--- src/rtl/branch_resolve_ctrl_pkg.sv ---
// Shared types and helpers for the branch resolution controller.
//   RedirectStateType : redirect FSM encoding (IDLE / PEND / DRAIN)
//   BranchUpdateSt    : one predictor update record {pc, target, taken}
//   rob_older()       : ROB age comparison with MSB wrap bit
`ifndef PROC_VALEN
`define PROC_VALEN 32
`endif

package BranchCtrlPkg;

  localparam int unsigned PKG_VALEN = `PROC_VALEN;

  typedef enum logic [1:0] {
    IDLE,
    PEND,
    DRAIN
  } RedirectStateType;

  typedef struct packed {
    logic [PKG_VALEN-1:0] pc;
    logic [PKG_VALEN-1:0] target;
    logic                 taken;
  } BranchUpdateSt;

  // True when index a is older than index b. Both are zero-extended to 32 bits;
  // w is the real index width, its top bit being the wrap bit.
  function automatic logic rob_older(input logic [31:0] a, input logic [31:0] b,
                                     input int unsigned w);
    logic [31:0] msb_mask;
    logic [31:0] low_mask;
    logic        a_msb;
    logic        b_msb;
    msb_mask = 32'd1 << (w - 1);
    low_mask = msb_mask - 32'd1;
    a_msb    = |(a & msb_mask);
    b_msb    = |(b & msb_mask);
    if (a_msb != b_msb) return (a & low_mask) > (b & low_mask);
    return (a & low_mask) < (b & low_mask);
  endfunction

endpackage

--- src/rtl/branch_resolve_ctrl_if.sv ---
// Bundle of all non-clock signals of branch_resolve_ctrl.
//   bru_*      : per-unit resolution inputs and the shared ready
//   redirect_* : front-end redirect channel (valid/ready)
//   flush_done_i, global_flush_i : back-end flush events
//   upd_*      : predictor update channel (valid/ready)
// Modport slave is the controller; master is its environment.
`ifndef PROC_VALEN
`define PROC_VALEN 32
`endif

interface branch_resolve_ctrl_if #(
  parameter int unsigned BRU_NUM   = 2,
  parameter int unsigned ROB_IDX_W = 6,
  parameter int unsigned VALEN     = `PROC_VALEN
);

  logic [BRU_NUM-1:0]                bru_valid_i;
  logic [BRU_NUM-1:0][ROB_IDX_W-1:0] bru_rob_idx_i;
  logic [BRU_NUM-1:0][VALEN-1:0]     bru_pc_i;
  logic [BRU_NUM-1:0][VALEN-1:0]     bru_target_i;
  logic [BRU_NUM-1:0]                bru_taken_i;
  logic [BRU_NUM-1:0]                bru_redirect_i;
  logic                              bru_ready_o;

  logic                              redirect_valid_o;
  logic [VALEN-1:0]                  redirect_pc_o;
  logic [ROB_IDX_W-1:0]              redirect_rob_idx_o;
  logic                              redirect_ready_i;

  logic                              flush_done_i;
  logic                              global_flush_i;

  logic                              upd_valid_o;
  logic [VALEN-1:0]                  upd_pc_o;
  logic [VALEN-1:0]                  upd_target_o;
  logic                              upd_taken_o;
  logic                              upd_ready_i;

  modport slave (
    input  bru_valid_i, bru_rob_idx_i, bru_pc_i, bru_target_i, bru_taken_i, bru_redirect_i,
    output bru_ready_o,
    output redirect_valid_o, redirect_pc_o, redirect_rob_idx_o,
    input  redirect_ready_i, flush_done_i, global_flush_i,
    output upd_valid_o, upd_pc_o, upd_target_o, upd_taken_o,
    input  upd_ready_i
  );

  modport master (
    output bru_valid_i, bru_rob_idx_i, bru_pc_i, bru_target_i, bru_taken_i, bru_redirect_i,
    input  bru_ready_o,
    input  redirect_valid_o, redirect_pc_o, redirect_rob_idx_o,
    output redirect_ready_i, flush_done_i, global_flush_i,
    input  upd_valid_o, upd_pc_o, upd_target_o, upd_taken_o,
    output upd_ready_i
  );

endinterface

--- src/rtl/branch_update_fifo.sv ---
// Multi-write, single-read FIFO of predictor update records.
//   clk, rst  : clock, synchronous active-high reset
//   wr_en     : per-slot write strobes; set slots are stored lowest slot first
//   wr_data   : per-slot records
//   wr_ready  : at least WR_NUM free entries (from the registered count)
//   rd_valid  : head entry present
//   rd_data   : head entry, zero when empty
//   rd_ready  : consumer takes the head entry
module branch_update_fifo
  import BranchCtrlPkg::*;
#(
  parameter int unsigned DEPTH  = 4,
  parameter int unsigned WR_NUM = 2
) (
  input  logic          clk,
  input  logic          rst,
  input  logic [WR_NUM-1:0] wr_en,
  input  BranchUpdateSt wr_data [WR_NUM],
  output logic          wr_ready,
  output logic          rd_valid,
  output BranchUpdateSt rd_data,
  input  logic          rd_ready
);

  localparam int unsigned AW = $clog2(DEPTH);

  BranchUpdateSt  mem [DEPTH];
  logic [AW:0]    wr_ptr;
  logic [AW:0]    rd_ptr;
  logic [AW:0]    count;
  logic [AW+1:0]  free_cnt;
  logic [AW:0]    n_wr;
  logic [AW-1:0]  waddr [WR_NUM];

  // Pointers carry one extra wrap bit, so their difference is the fill level.
  assign count    = wr_ptr - rd_ptr;
  assign free_cnt = (AW + 2)'(DEPTH) - {1'b0, count};
  assign wr_ready = free_cnt >= (AW + 2)'(WR_NUM);
  assign rd_valid = count != '0;
  assign rd_data  = rd_valid ? mem[rd_ptr[AW-1:0]] : '0;

  // Set strobes are packed into consecutive addresses in slot order.
  always_comb begin
    logic [AW:0] slot_ptr;
    n_wr     = '0;
    slot_ptr = '0;
    for (int unsigned i = 0; i < WR_NUM; i++) begin
      slot_ptr = wr_ptr + n_wr;
      waddr[i] = slot_ptr[AW-1:0];
      if (wr_en[i]) n_wr = n_wr + (AW + 1)'(1);
    end
  end

  always_ff @(posedge clk) begin
    for (int unsigned i = 0; i < WR_NUM; i++) begin
      if (wr_en[i]) mem[waddr[i]] <= wr_data[i];
    end
  end

  always_ff @(posedge clk) begin
    if (rst) begin
      wr_ptr <= '0;
      rd_ptr <= '0;
    end else begin
      wr_ptr <= wr_ptr + n_wr;
      if (rd_valid && rd_ready) rd_ptr <= rd_ptr + (AW + 1)'(1);
    end
  end

endmodule

--- src/rtl/branch_resolve_ctrl.sv ---
// Back-end branch resolution controller.
//   clk, rst : clock, synchronous active-high reset
//   bus      : branch_resolve_ctrl_if.slave carrying the BRU inputs, the
//              front-end redirect channel, flush events and the predictor
//              update channel.
// Picks the oldest surviving mispredict each cycle, holds it as a redirect
// until accepted, then uses its ROB index as a kill boundary until the flush
// completes. Every surviving resolution is queued as a predictor update.
`ifndef PROC_VALEN
`define PROC_VALEN 32
`endif

module branch_resolve_ctrl
  import BranchCtrlPkg::*;
#(
  parameter int unsigned BRU_NUM   = 2,
  parameter int unsigned ROB_IDX_W = 6,
  parameter int unsigned VALEN     = `PROC_VALEN,
  parameter int unsigned UPD_DEPTH = 4
) (
  input logic                 clk,
  input logic                 rst,
  branch_resolve_ctrl_if.slave bus
);

  RedirectStateType     state;
  RedirectStateType     state_d;
  logic [VALEN-1:0]     held_pc;
  logic [ROB_IDX_W-1:0] held_rob;
  logic                 load;

  logic [BRU_NUM-1:0]   live;
  logic [BRU_NUM-1:0]   survive;
  logic [BRU_NUM-1:0]   enq;
  logic                 has_mp;
  logic [ROB_IDX_W-1:0] win_rob;
  logic [VALEN-1:0]     win_tgt;

  BranchUpdateSt        wr_data [BRU_NUM];
  BranchUpdateSt        rd_data;

  // Resolution filtering: drop anything younger than the held boundary, then
  // anything younger than this cycle's oldest mispredict.
  always_comb begin
    live    = '0;
    survive = '0;
    has_mp  = 1'b0;
    win_rob = '0;
    win_tgt = '0;
    for (int unsigned i = 0; i < BRU_NUM; i++) begin
      live[i] = bus.bru_valid_i[i] &&
                !((state != IDLE) &&
                  rob_older(32'(held_rob), 32'(bus.bru_rob_idx_i[i]), ROB_IDX_W));
    end
    for (int unsigned i = 0; i < BRU_NUM; i++) begin
      if (live[i] && bus.bru_redirect_i[i] &&
          (!has_mp || rob_older(32'(bus.bru_rob_idx_i[i]), 32'(win_rob), ROB_IDX_W))) begin
        has_mp  = 1'b1;
        win_rob = bus.bru_rob_idx_i[i];
        win_tgt = bus.bru_target_i[i];
      end
    end
    for (int unsigned i = 0; i < BRU_NUM; i++) begin
      survive[i] = live[i] &&
                   !(has_mp && rob_older(32'(win_rob), 32'(bus.bru_rob_idx_i[i]), ROB_IDX_W));
    end
    if (bus.global_flush_i) begin
      survive = '0;
      has_mp  = 1'b0;
    end
  end

  assign enq = survive & {BRU_NUM{bus.bru_ready_o}};

  // Any surviving mispredict is older than the held boundary, so it always
  // takes over, even over a same-cycle accept or flush completion.
  always_comb begin
    state_d = state;
    load    = 1'b0;
    if (bus.global_flush_i) begin
      state_d = IDLE;
    end else begin
      unique case (state)
        IDLE: begin
          if (has_mp) begin
            state_d = PEND;
            load    = 1'b1;
          end
        end
        PEND: begin
          if (has_mp) begin
            load = 1'b1;
          end else if (bus.redirect_ready_i) begin
            state_d = DRAIN;
          end
        end
        DRAIN: begin
          if (has_mp) begin
            state_d = PEND;
            load    = 1'b1;
          end else if (bus.flush_done_i) begin
            state_d = IDLE;
          end
        end
        default: state_d = IDLE;
      endcase
    end
  end

  always_ff @(posedge clk) begin
    if (rst) begin
      state    <= IDLE;
      held_pc  <= '0;
      held_rob <= '0;
    end else begin
      state <= state_d;
      if (load) begin
        held_pc  <= win_tgt;
        held_rob <= win_rob;
      end
    end
  end

  always_ff @(posedge clk) begin
    if (!rst) begin
      assert (!((|bus.bru_valid_i) && !bus.bru_ready_o));
    end
  end

  assign bus.redirect_valid_o   = state == PEND;
  assign bus.redirect_pc_o      = held_pc;
  assign bus.redirect_rob_idx_o = held_rob;

  always_comb begin
    for (int unsigned i = 0; i < BRU_NUM; i++) begin
      wr_data[i].pc     = bus.bru_pc_i[i];
      wr_data[i].target = bus.bru_target_i[i];
      wr_data[i].taken  = bus.bru_taken_i[i];
    end
  end

  branch_update_fifo #(
    .DEPTH  (UPD_DEPTH),
    .WR_NUM (BRU_NUM)
  ) u_upd_fifo (
    .clk      (clk),
    .rst      (rst),
    .wr_en    (enq),
    .wr_data  (wr_data),
    .wr_ready (bus.bru_ready_o),
    .rd_valid (bus.upd_valid_o),
    .rd_data  (rd_data),
    .rd_ready (bus.upd_ready_i)
  );

  assign bus.upd_pc_o     = rd_data.pc;
  assign bus.upd_target_o = rd_data.target;
  assign bus.upd_taken_o  = rd_data.taken;

endmodule
--- src/flat_wrapper.sv ---
// flat-port wrapper written by rule: the top's interface ports become plain ports
module branch_resolve_ctrl_flat import BranchCtrlPkg::*;
#(
  parameter int unsigned BRU_NUM   = 2,
  parameter int unsigned ROB_IDX_W = 6,
  parameter int unsigned VALEN     = `PROC_VALEN,
  parameter int unsigned UPD_DEPTH = 4
)
  (clk, rst, bus_bru_valid_i, bus_bru_rob_idx_i, bus_bru_pc_i, bus_bru_target_i, bus_bru_taken_i, bus_bru_redirect_i, bus_bru_ready_o, bus_redirect_valid_o, bus_redirect_pc_o, bus_redirect_rob_idx_o, bus_redirect_ready_i, bus_flush_done_i, bus_global_flush_i, bus_upd_valid_o, bus_upd_pc_o, bus_upd_target_o, bus_upd_taken_o, bus_upd_ready_i);
  branch_resolve_ctrl_if #(.BRU_NUM(BRU_NUM), .ROB_IDX_W(ROB_IDX_W), .VALEN(VALEN)) bus_i ();
  input logic clk;
  input logic rst;
  input wire logic [$bits(bus_i.bru_valid_i)-1:0] bus_bru_valid_i;
  input wire logic [$bits(bus_i.bru_rob_idx_i)-1:0] bus_bru_rob_idx_i;
  input wire logic [$bits(bus_i.bru_pc_i)-1:0] bus_bru_pc_i;
  input wire logic [$bits(bus_i.bru_target_i)-1:0] bus_bru_target_i;
  input wire logic [$bits(bus_i.bru_taken_i)-1:0] bus_bru_taken_i;
  input wire logic [$bits(bus_i.bru_redirect_i)-1:0] bus_bru_redirect_i;
  output wire logic [$bits(bus_i.bru_ready_o)-1:0] bus_bru_ready_o;
  output wire logic [$bits(bus_i.redirect_valid_o)-1:0] bus_redirect_valid_o;
  output wire logic [$bits(bus_i.redirect_pc_o)-1:0] bus_redirect_pc_o;
  output wire logic [$bits(bus_i.redirect_rob_idx_o)-1:0] bus_redirect_rob_idx_o;
  input wire logic [$bits(bus_i.redirect_ready_i)-1:0] bus_redirect_ready_i;
  input wire logic [$bits(bus_i.flush_done_i)-1:0] bus_flush_done_i;
  input wire logic [$bits(bus_i.global_flush_i)-1:0] bus_global_flush_i;
  output wire logic [$bits(bus_i.upd_valid_o)-1:0] bus_upd_valid_o;
  output wire logic [$bits(bus_i.upd_pc_o)-1:0] bus_upd_pc_o;
  output wire logic [$bits(bus_i.upd_target_o)-1:0] bus_upd_target_o;
  output wire logic [$bits(bus_i.upd_taken_o)-1:0] bus_upd_taken_o;
  input wire logic [$bits(bus_i.upd_ready_i)-1:0] bus_upd_ready_i;
  assign bus_i.bru_valid_i = bus_bru_valid_i;
  assign bus_i.bru_rob_idx_i = bus_bru_rob_idx_i;
  assign bus_i.bru_pc_i = bus_bru_pc_i;
  assign bus_i.bru_target_i = bus_bru_target_i;
  assign bus_i.bru_taken_i = bus_bru_taken_i;
  assign bus_i.bru_redirect_i = bus_bru_redirect_i;
  assign bus_bru_ready_o = bus_i.bru_ready_o;
  assign bus_redirect_valid_o = bus_i.redirect_valid_o;
  assign bus_redirect_pc_o = bus_i.redirect_pc_o;
  assign bus_redirect_rob_idx_o = bus_i.redirect_rob_idx_o;
  assign bus_i.redirect_ready_i = bus_redirect_ready_i;
  assign bus_i.flush_done_i = bus_flush_done_i;
  assign bus_i.global_flush_i = bus_global_flush_i;
  assign bus_upd_valid_o = bus_i.upd_valid_o;
  assign bus_upd_pc_o = bus_i.upd_pc_o;
  assign bus_upd_target_o = bus_i.upd_target_o;
  assign bus_upd_taken_o = bus_i.upd_taken_o;
  assign bus_i.upd_ready_i = bus_upd_ready_i;
  branch_resolve_ctrl #(.BRU_NUM(BRU_NUM), .ROB_IDX_W(ROB_IDX_W), .VALEN(VALEN), .UPD_DEPTH(UPD_DEPTH)) u_core (.clk(clk), .rst(rst), .bus(bus_i));
endmodule
--- config.mk ---
export PLATFORM = sky130hd
export DESIGN_NAME = branch_resolve_ctrl_flat
export DESIGN_NICKNAME = d
export VERILOG_FILES = /design/src/rtl/branch_resolve_ctrl_pkg.sv /design/src/rtl/branch_resolve_ctrl_if.sv /design/src/rtl/branch_update_fifo.sv /design/src/rtl/branch_resolve_ctrl.sv /design/src/flat_wrapper.sv
export SDC_FILE = /design/constraint.sdc
export NUM_CORES = 1
export LEC_CHECK = 0
export CAP_MARGIN = 10
export CORE_ASPECT_RATIO = 0.5
export CORE_MARGIN = 2
export CORE_UTILIZATION = 50
export DETAILED_ROUTE_END_ITERATION = 10
export PLACE_DENSITY = 0.75
export SLEW_MARGIN = 25
export SYNTH_ARGS = -nofsm -noshare
export SYNTH_HDL_FRONTEND = slang
export SYNTH_HIERARCHICAL = 1
export SYNTH_SLANG_ARGS = --single-unit
export TNS_END_PERCENT = 30
--- constraint.sdc ---
create_clock -name clk -period 10.9 [get_ports clk]
set_clock_uncertainty 0.15 [all_clocks]
set_input_delay 1.09 -clock clk [delete_from_list [all_inputs] [get_ports clk]]
set_output_delay 1.09 -clock clk [all_outputs]
set_load 0.005 [all_outputs]
==> flow_summary.ini, run 1 <==
[setup_path]
slowest_delay_ps = 650
cp_data_arrival_time_ps = 9120
slowest_stage = buf_4
reg2reg_depth = 27
cp-start-kind = input pin
cp-end-kind = flop
crit_path_frequent_cell = ha_1
worstPathRequired_ps = 11050
critPathMaxFanout = 34
worstSetupPathType = input pin to flop

[sta]
setup_violations = 0
finalCritPeriodShare_pct = 82.2
period_minus_slack_ps = 8960
setup_slack_ps = 1940
rsz0062_at_grt = false
final_max_slew_viol_count = 0
slew_headroom_pct = 31.4
setup_tns_ps = 0
tightest_slew_ps = 1030
final-hold-violation-count = 0
max_freq_mhz = 112
whs_ps = 392

[clock_network]
cts_setup_buffers = 0
clockBufferDepth = 3
postCtsResizedCells = 0
htreeDepth = 1
cts_inserted_buffers = 30
root_buffer = clkbuf_16
clkTransAtPathRegs_ps = 60
cts_tree = done
clk_latency_ps = 560
ctsHoldBuffers = 0
cts_sinks = 308

[run_status]
status = finished clean

[yosys]
async_flop_share_pct = 0
ys_seq_area_share_pct = 53.0
synth_cell_types = 53
ys_seq_elements = 308
synth-edff-count = 260
syn_area_per_cell_um2 = 15.4
netlist_instances = 1072
synth_warnings = 6
synth_area_um2 = 16500
syn_nets = 1259
yosys_most_used_dff = edfxtp_1

[global_route]
grt_use_total_pct = 24.8
grt_pass1_wl_um = 65300
grt_max_degree = 66
antenna_found_initial = 4
grt_pass1_vias = 11285
grt_overflow = 0

[layout]
utilization_pct = 62.2
fin_cells = 1771
final_nets = 1491
nFillCells = 2412
drive_above_1_share_pct = 30.3
fin_area_um2 = 20400
area_growth_pct = 23.4

[routing]
avgViaCountPerCell = 5.92
first_pass_iters = 5
postRouteAntennaNets = 0
vias = 10490
drcViolationCount = 0
wl_um = 43100
wl_per_cell_um = 24.4
drt_iter0_drc = 706

[floorplan]
start_util_pct = 50.4
dieWidth_um = 261
ioPinCount = 258
core_area_um2 = 32800
rows = 47
fp.dieH_um = 133
design.die.area_um2 = 34700

[placement]
place_area_um2 = 19500
port_buffers = 257
dp_slack_ps = 1370
place_inst = 1713
gp_congestion = 0.840
hpwl_um = 27500

[pwr]
peakVddDrop_mv = 0.150
p_leak_nw = 6.93
total_power_mw = 4.91
powerDensity_nw_per_um2 = 240

[run]
cap_violations = 0

[hold_path]
hp-class = flop to flop
hold_depth = 1
## logic make-up (layout without fill, tap and decap cells)
family	after synthesis	count (layout)	synth area share (%)
muxes	329	329	29.0
DFF	308	308	53.0
and+or+nand+nor	147	147	5.04
AOI/OAI and AO/OA	143	143	6.18
buffers and inverters	99	353	3.42
adders and majority gates	35	35	2.74
xor gates and xnor gates	11	11	0.582
other	0	4	0
## final timing paths
path | to | startpoint | slack, ps
setup / recovery | u_core/u_upd_fifo/mem[1][0] | bus_bru_rob_idx_i[4] | 1940
hold / removal | u_core/state[0] | u_core/state[1] | 390
setup reg to reg | u_core/u_upd_fifo/mem[1][0] | u_core/bus.redirect_rob_idx_o[4] | 2680
hold reg to reg | u_core/state[0] | u_core/state[1] | 390
## registers in the layout (all words and copies together) (netlist names), named ones only
signal	count
u_core/bus.redirect_pc_o	32
u_core/bus.redirect_rob_idx_o	6
u_core/state	2
u_core/u_upd_fifo/mem	260
u_core/u_upd_fifo/rd_ptr	3
u_core/u_upd_fifo/wr_ptr	3
## layout by cell type, fill, tap and decap left out, types with 3 or more instances in the layout
cell type and count:
a21oi_1 7, mux4_2 65, nand3_1 4, nor2_1 18, o21ai_0 4, a31oi_1 40, xnor2_1 7, a22oi_1 33
ha_1 33, clkdlybuf4s50_1 256, dfxtp_1 46, clkinv_2 3, clkbuf_16 31, mux2_1 3, nand4_1 4, xor2_1 4
and2_1 67, nor2_4 4, a21o_1 4, inv_1 17, nand2_1 21, buf_4 20, clkbuf_1 7, mux2_4 100
a211oi_1 34, and3_1 5, nor2b_1 9, mux2i_1 4, edfxtp_1 260, diode_2 4, mux2_2 157, a311oi_1 5
clkinv_1 9
## metal layers
| metal | wire [um] | up-vias | global-route usage [%] |
|---|---|---|---|
| met1 | 17500 | 5387 | 31.7 |
| met4 | 1240 | 0 | 7.42 |
| met2 | 22300 | 314 | 43.5 |
| met5 | 0 | - | 0 |
| li1 | - | 4727 | - |
| met3 | 2170 | 62 | 4.04 |
## power breakdown
part	switching, mW	internal (mW)
sequential	0.102	1.56
combinational	0.996	1.25
clock	0.439	0.565
## layout make-up
class                           instances  area, um^2  area share, %
Sequential cell                       308        8780           43.0
Multi-Input combinational cell        665        7300           35.7
Timing Repair Buffer                  281        2790           13.6
Clock buffer                           38         802           3.93
Tap cell                              441         552           2.70
Clock inverter                         16         133          0.649
Inverter                               18        67.6          0.331
Antenna cell                            4        10.0         0.0490
## synth_stat cells, drive strengths merged (5+ instances only)
| library cell | number | area, um^2 |
|---|---|---|
| ha | 33 | 413 |
| a21oi | 7 | 35.0 |
| nor2 | 22 | 82.6 |
| dfxtp | 48 | 961 |
| xnor2 | 7 | 61.3 |
| mux2 | 260 | 3300 |
| a31oi | 41 | 263 |
| and2 | 67 | 419 |
| edfxtp | 260 | 7810 |
| and3 | 5 | 31.3 |
| nor2b | 9 | 56.3 |
| mux4 | 65 | 1460 |
| buf | 48 | 374 |
| inv | 18 | 67.6 |
| nand2 | 21 | 78.8 |
| clkbuf | 33 | 125 |
| a311oi | 5 | 43.8 |
| a22oi | 33 | 248 |
| a211oi | 35 | 268 |
## worst max-delay path, delay by kind of cell
kind,cells,cell delay [ps]
AND/OR/NAND/NOR,9,2370
adder cells (fa/ha/maj),4,1200
AO/OA/AOI/OAI,9,1710
buffers and inverters,4,1540
XOR/XNOR,1,250
multiplexers,2,890
Power figures use the tool's default switching activity.
==> inputs of run 2 (changes only) <==
--- a/config.mk
+++ b/config.mk
@@ -8,9 +8,9 @@
 export CAP_MARGIN = 10
 export CORE_ASPECT_RATIO = 0.5
 export CORE_MARGIN = 2
-export CORE_UTILIZATION = 50
+export CORE_UTILIZATION = 49
 export DETAILED_ROUTE_END_ITERATION = 10
-export PLACE_DENSITY = 0.75
+export PLACE_DENSITY = 0.77
 export SLEW_MARGIN = 25
 export SYNTH_ARGS = -nofsm -noshare
 export SYNTH_HDL_FRONTEND = slang
==> constraint.sdc (replaced) <==
create_clock -name clk -period 7.8 [get_ports clk]
set_clock_uncertainty 0.15 [all_clocks]
set_input_delay 0.78 -clock clk [delete_from_list [all_inputs] [get_ports clk]]
set_output_delay 0.78 -clock clk [all_outputs]
set_load 0.005 [all_outputs]
==> run 2 against run 1 <==
Combinational power is 43% higher. First-iteration DRC count is 6.1% higher. Flip-flop and latch count stayed put. Core utilization is 0.50 points higher. Worst setup slack worse by 1500 ps. Sequential share of layout area is 0.80 points lower. Critical path depth is 1 lower. Design area is 1.9% higher. Sequential power is 40% higher. Clock power is 58% higher. Via count is 0.20% higher. Final cell count is 0.62% higher. Critical path type unchanged. Highest routed layer unchanged.
==> flow_summary.ini, run 2 (synthesis gave the netlist of run 1 again) <==
[routing]
drt_iter0_drc = 749
wl_um = 43300
first_pass_iters = 7
drcViolationCount = 0
wl_per_cell_um = 24.3
avgViaCountPerCell = 5.90
postRouteAntennaNets = 0
vias = 10511

[placement]
place_area_um2 = 19700
dp_slack_ps = -192
hpwl_um = 27600
gp_congestion = 0.831
port_buffers = 257

[layout]
drive_above_1_share_pct = 31.8
final_nets = 1499
multi_input_area_um2 = 7310
largest_register_ffs = 260
ff_latch_area_um2 = 8780
area_growth_pct = 25.8
nFillCells = 2416
fin_area_um2 = 20800
layout_commonest_cell = edfxtp_1
layout_common_cells = 260 x edfxtp_1, 256 x clkdlybuf4s50_1, 157 x mux2_2

[setup_path]
critPathMaxFanout = 42
cp-end-kind = flop
worstSetupPathType = input pin to flop
worstPathRequired_ps = 7950
crit_family = simple AND/OR/NAND/NOR gates
reg2reg_slack_ps = 840
crit_buf_inv = 3
cp-start-kind = input pin
crit_path_frequent_cell = ha_1
slowest_stage = or4b_4
cp_data_arrival_time_ps = 7520
slowest_delay_ps = 530

[clock_network]
htreeDepth = 1
clk_latency_ps = 550
root_buffer = clkbuf_16
ctsHoldBuffers = 0
clockBufferDepth = 3
cts_inserted_buffers = 29
cts_sinks = 308
clkTransAtPathRegs_ps = 70
cts_tree = done

[global_route]
grt_pass1_wl_um = 66100
grt_overflow = 0
grt_max_degree = 67
grt_pass1_vias = 11494
antenna_found_initial = 6
grt_use_total_pct = 24.4

[sta]
finalCritPeriodShare_pct = 94.4
final-hold-violation-count = 0
slew_headroom_pct = 30.1
period_minus_slack_ps = 7360
max_freq_mhz = 136
rsz0062_at_grt = false
final_max_slew_viol_count = 0
setup_violations = 0
setup_tns_ps = 0
tightest_slew_ps = 1050
whs_ps = 399
setup_slack_ps = 439

[floorplan]
start_util_pct = 49.9
ioPinCount = 258
fp.dieH_um = 134
rows = 47
design.die.area_um2 = 35300
core_area_um2 = 33200
dieWidth_um = 264

[pwr]
total_power_mw = 7.11
p_leak_nw = 7.10
peakVddDrop_mv = 0.303
powerDensity_nw_per_um2 = 342

[run]
cap_violations = 0

[hold_path]
hp-class = flop to flop

[run_status]
status = finished clean
-- run 2: cell types whose count changed in the layout (fill, tap and decap cells not counted), moves of 4 or more --
cell       previous run  this run
buf_12                1        17
clkinv_1              9         2
clkinv_2              3        10
bufinv_16             2         8
clkbuf_1              7         1
buf_4                20        16
-- run 2: worst paths after layout --
check | endpoint | from | depth (start not counted)
worst max register to register | u_core/u_upd_fifo/mem[2][44] | u_core/bus.redirect_rob_idx_o[4] | 26
worst max-delay path | u_core/u_upd_fifo/mem[2][44] | bus_bru_rob_idx_i[4] | 28
worst min register to register | u_core/u_upd_fifo/wr_ptr[2] | u_core/u_upd_fifo/wr_ptr[2] | 2
worst min-delay path | u_core/u_upd_fifo/wr_ptr[2] | u_core/u_upd_fifo/wr_ptr[2] | 2
-- run 2: power by group --
part	switching [mW]	internal (mW)	leakage, nW
Combinational	1.40	1.81	3.81
Sequential	0.147	2.17	2.76
Clock	0.626	0.957	0.534
-- run 2: metal layers --
metal | vias up | global-route usage (%) | wire (um)
li1 | 4739 | - | -
met1 | 5397 | 30.4 | 17500
met2 | 308 | 44.2 | 22500
met3 | 67 | 3.25 | 2020
met4 | 0 | 8.43 | 1340
met5 | - | 0 | 0
-- run 2: timing repair --
action                                  CTS  global route
gates resized for setup                   0             1
endpoints found under the setup margin    0           130
buffers inserted                          0             0
-- run 2: worst register-to-register path, cell delays in order (launching register included) --
cell      delay, ps
dfxtp_1         420
ha_1            300
a21oi_1         140
o21ai_0         130
or4b_4          530
and4_1          310
nand2_1         120
ha_1            240
a21o_1          180
a211oi_1        290
mux2i_1         280
o211a_1         270
or2_2           150
nand2_1          70
ha_1            310
and3_1          190
o21ai_0          80
and3_1          200
a31oi_1         190
nor3b_1          90
o41ai_1         270
a31oi_1         190
ha_1            340
nand2b_1        290
nor2_4          250
buf_12          290
mux2_2          440
-- run 2: cell type report --
type / count / area share [%]
Sequential cell: 308 / 42.2
Inverter: 18 / 0.325
Clock buffer: 31 / 3.57
Multi-Input combinational cell: 665 / 35.1
Timing Repair Buffer: 290 / 14.5
Antenna cell: 6 / 0.0721
Clock inverter: 23 / 1.56
Tap cell: 441 / 2.65
-- run 2: per-stage QoR --
stage / utilization (%) / std cells
after global placement: 59.4 / 1721
after CTS: 62.7 / 1776
after floorplan: - / 1072
final: 62.7 / 1782
after global routing: 62.7 / 1782
after detailed placement: 59.5 / 1722
